--- src/rtl/core_seq_ctrl_pkg.sv ---
// Shared types, defaults and helpers for the stage sequencer.
package core_seq_pkg;

  typedef enum logic [0:0] {
    RUN    = 1'b0,
    HALTED = 1'b1
  } mode_e;

  localparam int NUM_STAGES_DEF = 4;
  localparam int CNT_W_DEF      = 64;
  localparam int WDOG_W_DEF     = 8;
  localparam int TIMEOUT_DEF    = 200;

  // Widest stage vector onehot() can build; NUM_STAGES must not exceed it.
  localparam int MAX_STAGES     = 32;

  function automatic logic [MAX_STAGES-1:0] onehot(input int unsigned idx);
    return MAX_STAGES'(1) << idx;
  endfunction

endpackage

--- src/rtl/core_seq_ctrl_if.sv ---
// Stage handshake bundle between the sequencer (master) and the core stages (slave).
interface core_seq_ctrl_if #(
  parameter int NUM_STAGES = 4,
  parameter int CNT_W      = 64
);
  localparam int IDX_W = $clog2(NUM_STAGES);

  logic [NUM_STAGES-1:0] stg_ready_i;
  logic                  stall_i;
  logic                  flush_i;
  logic                  halt_req_i;
  logic                  resume_i;
  logic [NUM_STAGES-1:0] stg_en_o;
  logic [IDX_W-1:0]      stg_idx_o;
  logic                  stg_start_o;
  logic                  retire_o;
  logic [CNT_W-1:0]      instret_o;
  logic                  halted_o;
  logic                  timeout_o;

  modport master (
    input  stg_ready_i, stall_i, flush_i, halt_req_i, resume_i,
    output stg_en_o, stg_idx_o, stg_start_o, retire_o, instret_o, halted_o, timeout_o
  );

  modport slave (
    output stg_ready_i, stall_i, flush_i, halt_req_i, resume_i,
    input  stg_en_o, stg_idx_o, stg_start_o, retire_o, instret_o, halted_o, timeout_o
  );
endinterface

--- src/rtl/core_seq_ctrl_wdog.sv ---
// Per-stage watchdog: counts cycles a stage stays active, flags expiry.
module seq_wdog #(
  parameter int WDOG_W      = 8,
  parameter int TIMEOUT_CYC = 200
) (
  input  logic clk_i,
  input  logic rst_i,
  input  logic clr_i,
  input  logic cnt_en_i,
  output logic expire_o
);
  localparam logic              EN    = (TIMEOUT_CYC != 0);
  localparam logic [WDOG_W-1:0] LIMIT = WDOG_W'((TIMEOUT_CYC == 0) ? 0 : TIMEOUT_CYC - 1);

  logic [WDOG_W-1:0] cnt_q;

  // Saturate at the limit so a stalled-but-ready stage still expires
  // the moment its ready drops, instead of wrapping past the threshold.
  always_ff @(posedge clk_i) begin
    if (rst_i || clr_i)                   cnt_q <= '0;
    else if (EN && cnt_en_i && !expire_o) cnt_q <= cnt_q + 1'b1;
  end

  assign expire_o = EN && (cnt_q >= LIMIT);
endmodule

--- src/rtl/core_seq_ctrl.sv ---
// Parametrised stage sequencer: stall, flush, halt/resume, watchdog, instret.
module core_seq_ctrl
  import core_seq_pkg::*;
#(
  parameter int NUM_STAGES  = NUM_STAGES_DEF,
  parameter int CNT_W       = CNT_W_DEF,
  parameter int WDOG_W      = WDOG_W_DEF,
  parameter int TIMEOUT_CYC = TIMEOUT_DEF,
  parameter int IDX_W       = $clog2(NUM_STAGES)
) (
  input  logic            clk_i,
  input  logic            rst_i,
  core_seq_ctrl_if.master bus
);
  localparam logic [IDX_W-1:0] LAST  = IDX_W'(NUM_STAGES - 1);
  localparam int               PAD_W = 2 ** IDX_W;

  mode_e                 mode_q, mode_d;
  logic [IDX_W-1:0]      idx_q, idx_d;
  logic [NUM_STAGES-1:0] en_q, en_d;
  logic                  start_q, start_d;
  logic                  retire_q, retire_d;
  logic                  tmo_q, tmo_d;
  logic                  pend_q, pend_d;
  logic [CNT_W-1:0]      instret_q, instret_d;
  logic                  wd_clr, wd_en, wd_exp;
  logic [PAD_W-1:0]      rdy_pad;
  logic                  rdy;

  // Pad ready to a power of two so any idx value is a legal select.
  assign rdy_pad = PAD_W'(bus.stg_ready_i);
  assign rdy     = rdy_pad[idx_q];

  seq_wdog #(
    .WDOG_W      (WDOG_W),
    .TIMEOUT_CYC (TIMEOUT_CYC)
  ) u_wdog (
    .clk_i    (clk_i),
    .rst_i    (rst_i),
    .clr_i    (wd_clr),
    .cnt_en_i (wd_en),
    .expire_o (wd_exp)
  );

  // Next-state: prioritised RUN events, resume out of HALTED.
  always_comb begin
    mode_d    = mode_q;
    idx_d     = idx_q;
    start_d   = 1'b0;
    retire_d  = 1'b0;
    tmo_d     = 1'b0;
    pend_d    = pend_q;
    instret_d = instret_q;
    wd_clr    = 1'b0;
    wd_en     = 1'b0;
    case (mode_q)
      RUN: begin
        wd_en  = 1'b1;
        pend_d = pend_q | bus.halt_req_i;
        if (bus.flush_i) begin
          idx_d   = '0;
          start_d = 1'b1;
          wd_clr  = 1'b1;
        end else if (wd_exp && !rdy) begin
          idx_d   = '0;
          start_d = 1'b1;
          wd_clr  = 1'b1;
          tmo_d   = 1'b1;
        end else if (bus.stall_i) begin
          // hold; watchdog keeps counting
        end else if (rdy) begin
          wd_clr = 1'b1;
          if (idx_q != LAST) begin
            idx_d   = idx_q + 1'b1;
            start_d = 1'b1;
          end else begin
            retire_d  = 1'b1;
            instret_d = instret_q + 1'b1;
            idx_d     = '0;
            // A request arriving on the retire cycle itself halts here.
            if (pend_d) begin
              mode_d = HALTED;
              pend_d = 1'b0;
            end else begin
              start_d = 1'b1;
            end
          end
        end
      end
      HALTED: begin
        wd_clr = 1'b1;
        if (bus.resume_i) begin
          mode_d  = RUN;
          idx_d   = '0;
          start_d = 1'b1;
        end
      end
    endcase
    en_d = (mode_d == HALTED) ? '0 : NUM_STAGES'(onehot(32'(idx_d)));
  end

  // State and registered outputs; reset lands on stage 0 entry.
  always_ff @(posedge clk_i) begin
    if (rst_i) begin
      mode_q    <= RUN;
      idx_q     <= '0;
      en_q      <= NUM_STAGES'(1);
      start_q   <= 1'b1;
      retire_q  <= 1'b0;
      tmo_q     <= 1'b0;
      pend_q    <= 1'b0;
      instret_q <= '0;
    end else begin
      mode_q    <= mode_d;
      idx_q     <= idx_d;
      en_q      <= en_d;
      start_q   <= start_d;
      retire_q  <= retire_d;
      tmo_q     <= tmo_d;
      pend_q    <= pend_d;
      instret_q <= instret_d;
    end
  end

  assign bus.stg_en_o    = en_q;
  assign bus.stg_idx_o   = idx_q;
  assign bus.stg_start_o = start_q;
  assign bus.retire_o    = retire_q;
  assign bus.instret_o   = instret_q;
  assign bus.halted_o    = (mode_q == HALTED);
  assign bus.timeout_o   = tmo_q;
endmodule

--- src/flat_wrapper.sv ---
// flat-port wrapper written by rule: the top's interface ports become plain ports
module core_seq_ctrl_flat import core_seq_pkg::*;
#(
  parameter int NUM_STAGES  = NUM_STAGES_DEF,
  parameter int CNT_W       = CNT_W_DEF,
  parameter int WDOG_W      = WDOG_W_DEF,
  parameter int TIMEOUT_CYC = TIMEOUT_DEF,
  parameter int IDX_W       = $clog2(NUM_STAGES)
)
  (clk_i, rst_i, bus_stg_ready_i, bus_stall_i, bus_flush_i, bus_halt_req_i, bus_resume_i, bus_stg_en_o, bus_stg_idx_o, bus_stg_start_o, bus_retire_o, bus_instret_o, bus_halted_o, bus_timeout_o);
  core_seq_ctrl_if #(.NUM_STAGES(NUM_STAGES), .CNT_W(CNT_W)) bus_i ();
  input  logic clk_i;
  input  logic rst_i;
  input wire logic [$bits(bus_i.stg_ready_i)-1:0] bus_stg_ready_i;
  input wire logic [$bits(bus_i.stall_i)-1:0] bus_stall_i;
  input wire logic [$bits(bus_i.flush_i)-1:0] bus_flush_i;
  input wire logic [$bits(bus_i.halt_req_i)-1:0] bus_halt_req_i;
  input wire logic [$bits(bus_i.resume_i)-1:0] bus_resume_i;
  output wire logic [$bits(bus_i.stg_en_o)-1:0] bus_stg_en_o;
  output wire logic [$bits(bus_i.stg_idx_o)-1:0] bus_stg_idx_o;
  output wire logic [$bits(bus_i.stg_start_o)-1:0] bus_stg_start_o;
  output wire logic [$bits(bus_i.retire_o)-1:0] bus_retire_o;
  output wire logic [$bits(bus_i.instret_o)-1:0] bus_instret_o;
  output wire logic [$bits(bus_i.halted_o)-1:0] bus_halted_o;
  output wire logic [$bits(bus_i.timeout_o)-1:0] bus_timeout_o;
  assign bus_i.stg_ready_i = bus_stg_ready_i;
  assign bus_i.stall_i = bus_stall_i;
  assign bus_i.flush_i = bus_flush_i;
  assign bus_i.halt_req_i = bus_halt_req_i;
  assign bus_i.resume_i = bus_resume_i;
  assign bus_stg_en_o = bus_i.stg_en_o;
  assign bus_stg_idx_o = bus_i.stg_idx_o;
  assign bus_stg_start_o = bus_i.stg_start_o;
  assign bus_retire_o = bus_i.retire_o;
  assign bus_instret_o = bus_i.instret_o;
  assign bus_halted_o = bus_i.halted_o;
  assign bus_timeout_o = bus_i.timeout_o;
  core_seq_ctrl #(.NUM_STAGES(NUM_STAGES), .CNT_W(CNT_W), .WDOG_W(WDOG_W), .TIMEOUT_CYC(TIMEOUT_CYC), .IDX_W(IDX_W)) u_core (.clk_i(clk_i), .rst_i(rst_i), .bus(bus_i));
endmodule
--- config.mk ---
export PLATFORM = sky130hd
export DESIGN_NAME = core_seq_ctrl_flat
export DESIGN_NICKNAME = d
export VERILOG_FILES = /design/src/rtl/core_seq_ctrl_pkg.sv /design/src/rtl/core_seq_ctrl_if.sv /design/src/rtl/core_seq_ctrl_wdog.sv /design/src/rtl/core_seq_ctrl.sv /design/src/flat_wrapper.sv
export SDC_FILE = /design/constraint.sdc
export NUM_CORES = 1
export LEC_CHECK = 0
export ABC_CLOCK_PERIOD_IN_PS = 5700
export CAP_MARGIN = 20
export CORE_ASPECT_RATIO = 0.7
export CORE_MARGIN = 3
export CORE_UTILIZATION = 55
export CTS_BUF_LIST = sky130_fd_sc_hd__clkbuf_16
export DETAILED_ROUTE_END_ITERATION = 10
export PLACE_DENSITY = 0.9
export SYNTH_ARGS = -nofsm -noshare
export SYNTH_HDL_FRONTEND = slang
export SYNTH_SLANG_ARGS = --single-unit
--- constraint.sdc ---
create_clock -name clk_i -period 5.7 [get_ports clk_i]
set_clock_uncertainty 0.05 [all_clocks]
set_input_delay 0.855 -clock clk_i [delete_from_list [all_inputs] [get_ports clk_i]]
set_output_delay 0.855 -clock clk_i [all_outputs]
set_load 0.05 [all_outputs]
==> flow_summary_export.csv, run 1 <==
group,metric,value,unit
outcome,outcome,"completed",
grt,overflow,0,
timing,finalSetupViolCount,0,
route,wl_per_cell,17.6,um
floorplan,die_w,108,um
synth,synthSimpleGateAreaFrac,0.329,
worst_setup_path,reg2reg_to,"u_core.bus.instret_o[54]",
timing,timing_hold_violations_final,0,
layout,final_net_count,563,
power_and_ir_drop,fin_total_pwr,1.27,mW
timing,fin_crit,3.52,ns
worst_hold_path,hold_path_end,"u_core.bus.instret_o[61]",
synth,synth-xor-area-share,0.0633,
worst_setup_path,path_max_fanout,27,
worst_setup_path,startpoint_type,"input pin",
grt,track_usage,0.281,
synth,synth.area.mux_share,0.0156,
place,dp_hpwl,7.43,mm
grt,grt_antenna_before_repair,0,
route,ant_nets,0,
timing,rsz0062_at_grt,"no",
grt,grt_pass1_wl,19.1,mm
layout,final_layout_size_suffix_gt1_frac,0.0722,
layout,insertedDiodeCount,0,
synth,synth-adder-area-share,0.00935,
worst_hold_path,hold_path_class,"reg2reg",
floorplan,dieArea,8380,um2
clocking,cts_buffers,9,
clocking,cts.sinks,83,
clocking,clock-root-buffer,"clkbuf_16",
synth,syn_area,4010,um2
place,gp_congestion,0.893,
synth,synth_cells,473,
synth,synth-compound-area-share,0.132,
clocking,path_clk_slew,0.06,ns
route,via_per_inst,6.35,
synth,synth_warnings,0,
synth,synth_flop_cell,"dfxtp_1",
power_and_ir_drop,irDropWorstVdd,0.000127,V
clocking,cts_tree,"yes",
worst_setup_path,cp.required,5.90,ns
timing,timing_worst_slew_pin_value,0.957,ns
route,drtIter0Drc,381,
grt,grt_max_degree,75,
place,placedCellCount,633,
synth,synth_nets,486,
synth,syn_avg_cell_area,8.49,um2
clocking,cts-htree-levels,3,
place,place.port_buffers,83,
timing,finalSetupTns,0,ns
power_and_ir_drop,powerDensity,244,nW/um2
worst_hold_path,hp-start,"u_core.bus.instret_o[61]",
layout,fin_util,0.754,
worst_setup_path,r2r-start,"u_core.bus.stg_idx_o[1]",
power_and_ir_drop,p_leak,1.75,nW
clocking,clock_path_buffers,2,
worst_setup_path,reg2reg_depth,6,
floorplan,num_rows,25,
worst_setup_path,critPathCaptureType,"flip-flop",
worst_setup_path,critPathArrivalTime,3.72,ns
floorplan,coreArea,6910,um2
route,via_count,4117,
route,drt_wl_total,11.4,mm
worst_setup_path,critical_path_class,"in2reg",
clocking,clk_latency,0.33,ns
timing,slew_violations,0,
synth,synthArstFlopShare,0,
synth,synth_edf_count,0,
synth,synth_cell_type_count,45,
route,highest_layer,"met4",
worst_setup_path,r2r_slack,2.31,ns
synth,yosysSeqAreaShare,0.414,
route,wl_met1,4.73,mm
timing,period_share,0.618,
floorplan,die_h,77.5,um
route,drc,0,
clocking,post_cts_buffers,0,
synth,synth_top_family_by_area,"simple AND/OR/NAND/NOR gates",
layout,areaGrowthSynthToFinish,29.9,%
layout,num-fill-cells,473,
route,wl_met3,1.09,mm
route,drtPass1Iterations,5,
clocking,ctsResizeCount,0,
worst_hold_path,whs_path_depth,2,
floorplan,io_pins,84,
flow_run,maxCapViolations,0,
timing,max-slew-margin-rel,0.356,
floorplan,initial_utilization,0.581,
route,wl_met2,5.27,mm
timing,fmax,284,MHz
clocking,holdBufCountCts,0,
grt,grt_pass1_vias,3903,
synth,synth-seq-cells,83,
layout,layout.cells.non_filler,648,
-- layer usage --
metal,track usage,vias up
li1,-,1897
met1,0.367,1949
met2,0.449,234
met3,0.0848,37
met4,0.0858,0
met5,0,-
-- worst max-delay path, stage by stage --
cell	delay, ns
clkdlybuf4s50_1	0.41
or2_1	0.38
nor4b_4	0.68
nand4_2	0.64
or3_1	0.56
a21oi_1	0.20
-- placed cells by master (no fill, tap or decap), types with 7 or more instances in the layout --
cell             netlist  routed
nand4_1               35      35
nand2_1               22      22
clkdlybuf4s50_1        0      82
nand4_2                7       7
a21oi_1               45      45
inv_1                 15      16
nor2_1                48      48
and3_1                 9       9
o21ai_0               37      37
clkbuf_16              0       9
dfxtp_1               83      83
xor2_1                24      24
nand3_1               26      26
or3_1                 36      36
-- power breakdown --
part | internal, mW | switching, mW
Combinational | 0.0142 | 0.0269
Sequential | 0.583 | 0.00196
Clock | 0.423 | 0.224
Total | 1.02 | 0.253
-- layout make-up --
class                           instances  area (um2)  share of cell area
Multi-Input combinational cell        356        2210               0.423
Sequential cell                        83        1660               0.319
Timing Repair Buffer                   85         841               0.161
Clock buffer                            9         225              0.0432
Tap cell                               94         118              0.0226
Clock inverter                          6         106              0.0204
Inverter                               15        56.3              0.0108
-- Yosys cell counts, drive strengths merged, types with 3 or more instances --
master   n  area share
dfxtp   83        0.41
nor2    48       0.045
a21oi   45       0.056
nand4   42       0.076
o21ai   37       0.046
or3     36       0.056
nand3   26       0.032
xor2    24       0.052
nand2   22       0.021
inv     15       0.014
clkbuf  12       0.011
nor4    11       0.029
and3     9       0.014
buf      7       0.011
or2      7       0.011
nor3     6       0.010
o31ai    6       0.011
or4      5      0.0094
xnor2    5       0.011
mux2i    4       0.010
and4     3      0.0065
ha       3      0.0094
-- registers in the layout, summed over array words and instances, names as in the netlist --
name,cells
u_core.bus.instret_o,64
u_core.u_wdog.cnt_q,8
u_core.bus.stg_en_o,4
u_core.bus.stg_idx_o,2
u_core.bus.halted_o,1
u_core.bus.retire_o,1
u_core.bus.stg_start_o,1
u_core.bus.timeout_o,1
u_core.pend_q,1
-- logic make-up (layout without fill, tap and decap cells) --
family,after synthesis,after routing
flip-flops,83,83
multiplexers,5,5
AO/OA/AOI/OAI,96,96
buffers and inverters,34,115
AND/OR/NAND/NOR,223,223
XOR/XNOR,29,29
adder cells (fa/ha/maj),3,3
-- through the flow --
stage               cell area, um2  setup slack [ns]  hold slack [ns]
floorplan                     4010              3.05            0.401
global placement              4880              2.12            0.417
detailed placement            4880              1.99            0.433
CTS                           5210              2.27            0.441
global route                  5210              2.03            0.480
finish                        5210              2.18            0.438
-- how the worst max path moves through the flow --
stage | depth (start not counted) | startpoint | to | slack, ns
after global routing | 6 | bus_flush_i | u_core.bus.instret_o[54] | 2.03
after global placement | 6 | bus_flush_i | u_core.bus.instret_o[46] | 2.12
after detailed placement | 6 | bus_flush_i | u_core.bus.instret_o[56] | 1.99
after floorplan | 8 | u_core.bus.stg_idx_o[1] | u_core.bus.instret_o[43] | 3.05
after CTS | 6 | bus_flush_i | u_core.bus.instret_o[54] | 2.27
final | 6 | bus_flush_i | u_core.bus.instret_o[54] | 2.18
Power figures use the tool's default switching activity.
==> run 2, diff against run 1 <==
- ABC_CLOCK_PERIOD_IN_PS: 5700 -> 3300
- CORE_UTILIZATION: 55 -> 51
- PLACE_DENSITY: 0.9 -> 0.85
- clock period: 5.7 -> 3.3 ns (I/O delays scaled with it)
==> flow_summary_export.csv, run 2 (synthesis results as in run 1) <==
group,metric,value,unit
worst_hold_path,whs_path_depth,2,
timing,finalSetupTns,0,ns
layout,final_common_cell,"dfxtp_1",
worst_setup_path,path_max_fanout,15,
grt,overflow,0,
worst_setup_path,reg2reg_to,"u_core.bus.instret_o[59]",
worst_setup_path,reg2reg_depth,6,
timing,slew_violations,0,
floorplan,die_w,112,um
clocking,cts-htree-levels,3,
place,place.port_buffers,83,
floorplan,coreArea,7480,um2
timing,timing_worst_slew_pin_value,0.865,ns
layout,final_cell_mix,"dfxtp_1, clkdlybuf4s50_1, nor2_1, a21oi_1, o21ai_0",
worst_setup_path,critPathArrivalTime,2.91,ns
timing,timing_hold_violations_final,0,
grt,track_usage,0.242,
place,pre_cts_slack,0.410,ns
clocking,post_cts_buffers,0,
worst_hold_path,hp-start,"u_core.u_wdog.cnt_q[7]",
clocking,cts_tree,"yes",
clocking,cts_buffers,9,
worst_setup_path,path_cells,"ha_1, nand4_2, nor4_2, nand4_2, or3_1, a21oi_1",
timing,setup_slack,0.594,ns
route,drt_wl_total,10.8,mm
layout,areaGrowthSynthToFinish,29.8,%
layout,num-fill-cells,598,
route,wl_per_cell,16.4,um
worst_setup_path,startpoint_type,"flip-flop",
layout,insertedDiodeCount,0,
route,drtIter0Drc,319,
worst_setup_path,cp.required,3.50,ns
power_and_ir_drop,irDropWorstVdd,0.000363,V
worst_setup_path,path_common_cell,"nand4_2",
worst_setup_path,r2r_slack,0.59,ns
grt,grt_antenna_before_repair,0,
place,gp_congestion,0.875,
layout,layout.cells.non_filler,658,
flow_run,maxCapViolations,0,
route,via_per_inst,6.08,
power_and_ir_drop,powerDensity,390,nW/um2
route,drtPass1Iterations,5,
route,drc,0,
clocking,cts.sinks,83,
worst_setup_path,critPathCaptureType,"flip-flop",
timing,period_share,0.820,
timing,fmax,369,MHz
grt,grt_pass1_vias,3598,
layout,final_layout_size_suffix_gt1_frac,0.0786,
worst_setup_path,slowest_delay,0.53,ns
clocking,clock_path_buffers,2,
clocking,ctsResizeCount,0,
place,dp_hpwl,7.73,mm
grt,grt_max_degree,53,
worst_hold_path,hold_path_class,"reg2reg",
layout,regArea,1660,um2
worst_setup_path,r2r-start,"u_core.bus.stg_idx_o[1]",
clocking,clock-root-buffer,"clkbuf_16",
clocking,holdBufCountCts,0,
layout,largest_reg_flops,64,
floorplan,die_h,80.2,um
layout,multi_input_area,2210,um2
clocking,path_clk_slew,0.06,ns
floorplan,num_rows,26,
timing,fin_crit,2.71,ns
route,ant_nets,0,
floorplan,initial_utilization,0.536,
clocking,clk_latency,0.34,ns
layout,final_net_count,569,
power_and_ir_drop,p_leak,1.77,nW
worst_setup_path,crit_slowest_cell,"dfxtp_1",
timing,rsz0062_at_grt,"no",
grt,grt_pass1_wl,17.7,mm
place,placedCellCount,643,
worst_setup_path,critical_path_class,"reg2reg",
timing,finalSetupViolCount,0,
route,via_count,4003,
floorplan,dieArea,8990,um2
timing,max-slew-margin-rel,0.419,
floorplan,io_pins,84,
outcome,outcome,"completed",
worst_hold_path,hold_path_end,"u_core.u_wdog.cnt_q[7]",
## run 2: changes by cell type in the layout (fill, tap and decap cells not counted), sizes merged
| cell | before | now |
|---|---|---|
| inv | 16 | 18 |
| buf | 3 | 9 |
| clkinv | 1 | 2 |
| bufinv | 3 | 1 |
| clkinvlp | 1 | 0 |
## run 2: power breakdown
part	internal, mW	leakage [nW]	switching (mW)
clock	0.571	0.149	0.379
sequential	1.01	0.669	0.00333
combinational	0.0264	0.949	0.0473
total	1.60	1.77	0.429
## run 2: layer usage
| metal | vias to the layer above | track usage | wire (um) |
|---|---|---|---|
| met5 | - | 0 | 0 |
| met4 | 0 | 0.0708 | 156 |
| met3 | 18 | 0.0730 | 821 |
| met2 | 177 | 0.379 | 4930 |
| met1 | 1894 | 0.325 | 4870 |
| li1 | 1914 | - | - |
## run 2: area by class of cell
class                      instances  share of cell area
multi-input combinational        356               0.423
timing repair buffer              91               0.170
inverter                          15              0.0108
clock buffer                       9              0.0432
sequential                        83               0.319
tap                               98              0.0235
clock inverter                     6             0.00985
## run 2: per-stage QoR
stage,total power [mW],cell area (um2),hold WS [ns],util
6_report,2.03,5210,0.434,0.696
5_1_grt,2.09,5210,0.485,0.696
4_1_cts,2.04,5210,0.434,0.696
3_5_place_dp,1.10,4930,0.423,0.659
3_3_place_gp,1.10,4930,0.421,0.659
2_1_floorplan,1.08,4010,0.401,-
## run 2: worst max-delay path by stage
stage                                 start                        to  slack, ns  cells past startpoint
finish              u_core.bus.stg_idx_o[1]  u_core.bus.instret_o[59]       0.59                      6
global route        u_core.bus.stg_idx_o[1]  u_core.bus.instret_o[63]       0.39                      6
CTS                 u_core.bus.stg_idx_o[1]  u_core.bus.instret_o[63]       0.64                      6
detailed placement              bus_flush_i  u_core.bus.instret_o[59]       0.41                      6
global placement                bus_stall_i  u_core.bus.instret_o[23]       0.54                      7
floorplan           u_core.bus.stg_idx_o[1]  u_core.bus.instret_o[43]       0.65                      8
## run 2: critical path: cells and delay by family, from the launching register on
family,cells,cell delay [ns]
AOI/OAI and AO/OA,1,0.17
DFF,1,0.53
and+or+nand+nor,4,1.57
adders and majority gates,1,0.31
==> run 3, diff against run 2 <==
- ABC_CLOCK_PERIOD_IN_PS: 3300 -> 2400
- CORE_UTILIZATION: 51 -> 46
- PLACE_DENSITY: 0.85 -> 0.81
- clock period: 3.3 -> 2.4 ns (I/O delays scaled with it)
==> flow_summary_export.csv, run 3 (synthesis results as in run 1) <==
group,metric,value,unit
timing,setup_slack,0.123,ns
power_and_ir_drop,irDropWorstVdd,0.000310,V
grt,grt_pass1_vias,3948,
timing,timing_worst_slew_pin_value,0.587,ns
route,via_count,4135,
timing,slew_violations,0,
layout,final_common_cell,"clkdlybuf4s50_1",
worst_setup_path,critPathCaptureType,"flip-flop",
timing,fmax,439,MHz
power_and_ir_drop,p_leak,1.91,nW
floorplan,io_pins,84,
flow_run,maxCapViolations,0,
timing,finalSetupViolCount,0,
clocking,cts-htree-levels,3,
timing,timing_hold_violations_final,0,
clocking,path_clk_slew,0.06,ns
outcome,outcome,"completed",
power_and_ir_drop,powerDensity,535,nW/um2
place,place.port_buffers,83,
layout,largest_reg_flops,64,
route,drt_wl_total,11.6,mm
layout,insertedDiodeCount,0,
grt,track_usage,0.230,
worst_setup_path,critPathArrivalTime,2.49,ns
clocking,holdBufCountCts,0,
layout,fin_util,0.668,
worst_setup_path,crit_start,"u_core.bus.instret_o[16]",
place,pre_cts_slack,-0.197,ns
worst_hold_path,hold_path_class,"in2reg",
timing,fin_crit,2.28,ns
timing,max-slew-margin-rel,0.609,
floorplan,die_w,118,um
grt,grt_antenna_before_repair,0,
place,gp_congestion,0.843,
worst_setup_path,cp.required,2.61,ns
layout,final_cell_mix,"clkdlybuf4s50_1, dfxtp_1, nor2_1, a21oi_1, o21ai_0",
worst_setup_path,startpoint_type,"flip-flop",
grt,overflow,0,
worst_hold_path,hp-start,"rst_i",
layout,final_net_count,588,
route,wl_per_cell,16.8,um
grt,grt_max_degree,35,
worst_setup_path,critical_path_class,"reg2reg",
clocking,clock_path_buffers,2,
place,dp_hpwl,8.00,mm
floorplan,die_h,84.2,um
timing,timing.hold.ws,0.251,ns
route,ant_nets,0,
timing,period_share,0.949,
clocking,clk_latency,0.33,ns
worst_setup_path,r2r-start,"u_core.bus.instret_o[16]",
timing,finalSetupTns,0,ns
floorplan,num_rows,27,
clocking,cts_buffers,9,
route,drtIter0Drc,271,
clocking,cts.sinks,83,
route,drtPass1Iterations,4,
floorplan,dieArea,9900,um2
clocking,cts_tree,"yes",
route,via_per_inst,5.96,
floorplan,coreArea,8180,um2
layout,final_area,5460,um2
layout,areaGrowthSynthToFinish,36.1,%
grt,grt_pass1_wl,19.1,mm
layout,final_layout_size_suffix_gt1_frac,0.114,
worst_setup_path,path_max_fanout,27,
floorplan,initial_utilization,0.491,
place,placed_area,5130,um2
route,drc,0,
clocking,clock-root-buffer,"clkbuf_16",
==> run 3: routing by layer <==
layer  share of wire  vias to the layer above  GRT usage
li1                -                     1947          -
met1            0.44                     1979      0.308
met2            0.48                      184      0.375
met3           0.071                       25     0.0471
met4           0.019                        0     0.0745
met5               0                        -          0
==> run 3: path summary, 6_finish.rpt <==
kind	depth (start not counted)	slack [ns]	end
max	6	0.12	u_core.bus.instret_o[48]
min	2	0.25	u_core.bus.stg_idx_o[0]
max reg2reg	6	0.12	u_core.bus.instret_o[48]
min reg2reg	2	0.45	u_core.bus.instret_o[60]
==> run 3: cell type report <==
cell class | instances | area [um2]
clock buffers | 9 | 225
multi-input cells | 356 | 2250
flip-flops and latches | 83 | 1660
clock inverters | 5 | 72.6
well taps | 116 | 145
inverters | 15 | 56.3
fillers | 664 | 2710
repair buffers | 110 | 1050
==> run 3: worst max-delay path, cell delays in order (launching register included) <==
cell and delay (ns):
dfxtp_1 0.46, nand4_1 0.33, nor4_4 0.49, nand4_2 0.19
buf_12 0.19, or3_1 0.36, a21oi_1 0.14
==> run 3: power breakdown <==
part | internal (mW) | switching (mW) | total, mW
sequential | 1.38 | 0.00442 | 1.39
clock | 0.890 | 0.532 | 1.42
combinational | 0.0449 | 0.0703 | 0.115
total | 2.32 | 0.606 | 2.93
==> run 3: stage by stage <==
step	cells	power, mW
floorplan	473	1.48
global placement	679	1.53
detailed placement	679	1.53
CTS	693	2.93
global route	694	2.98
finish	694	2.93
==> run 3: repair_timing <==
action                     CTS  global route
setup buffers                0             1
setup endpoints to repair    0            16
hold endpoints to repair     0             0
gates resized for setup      0             5
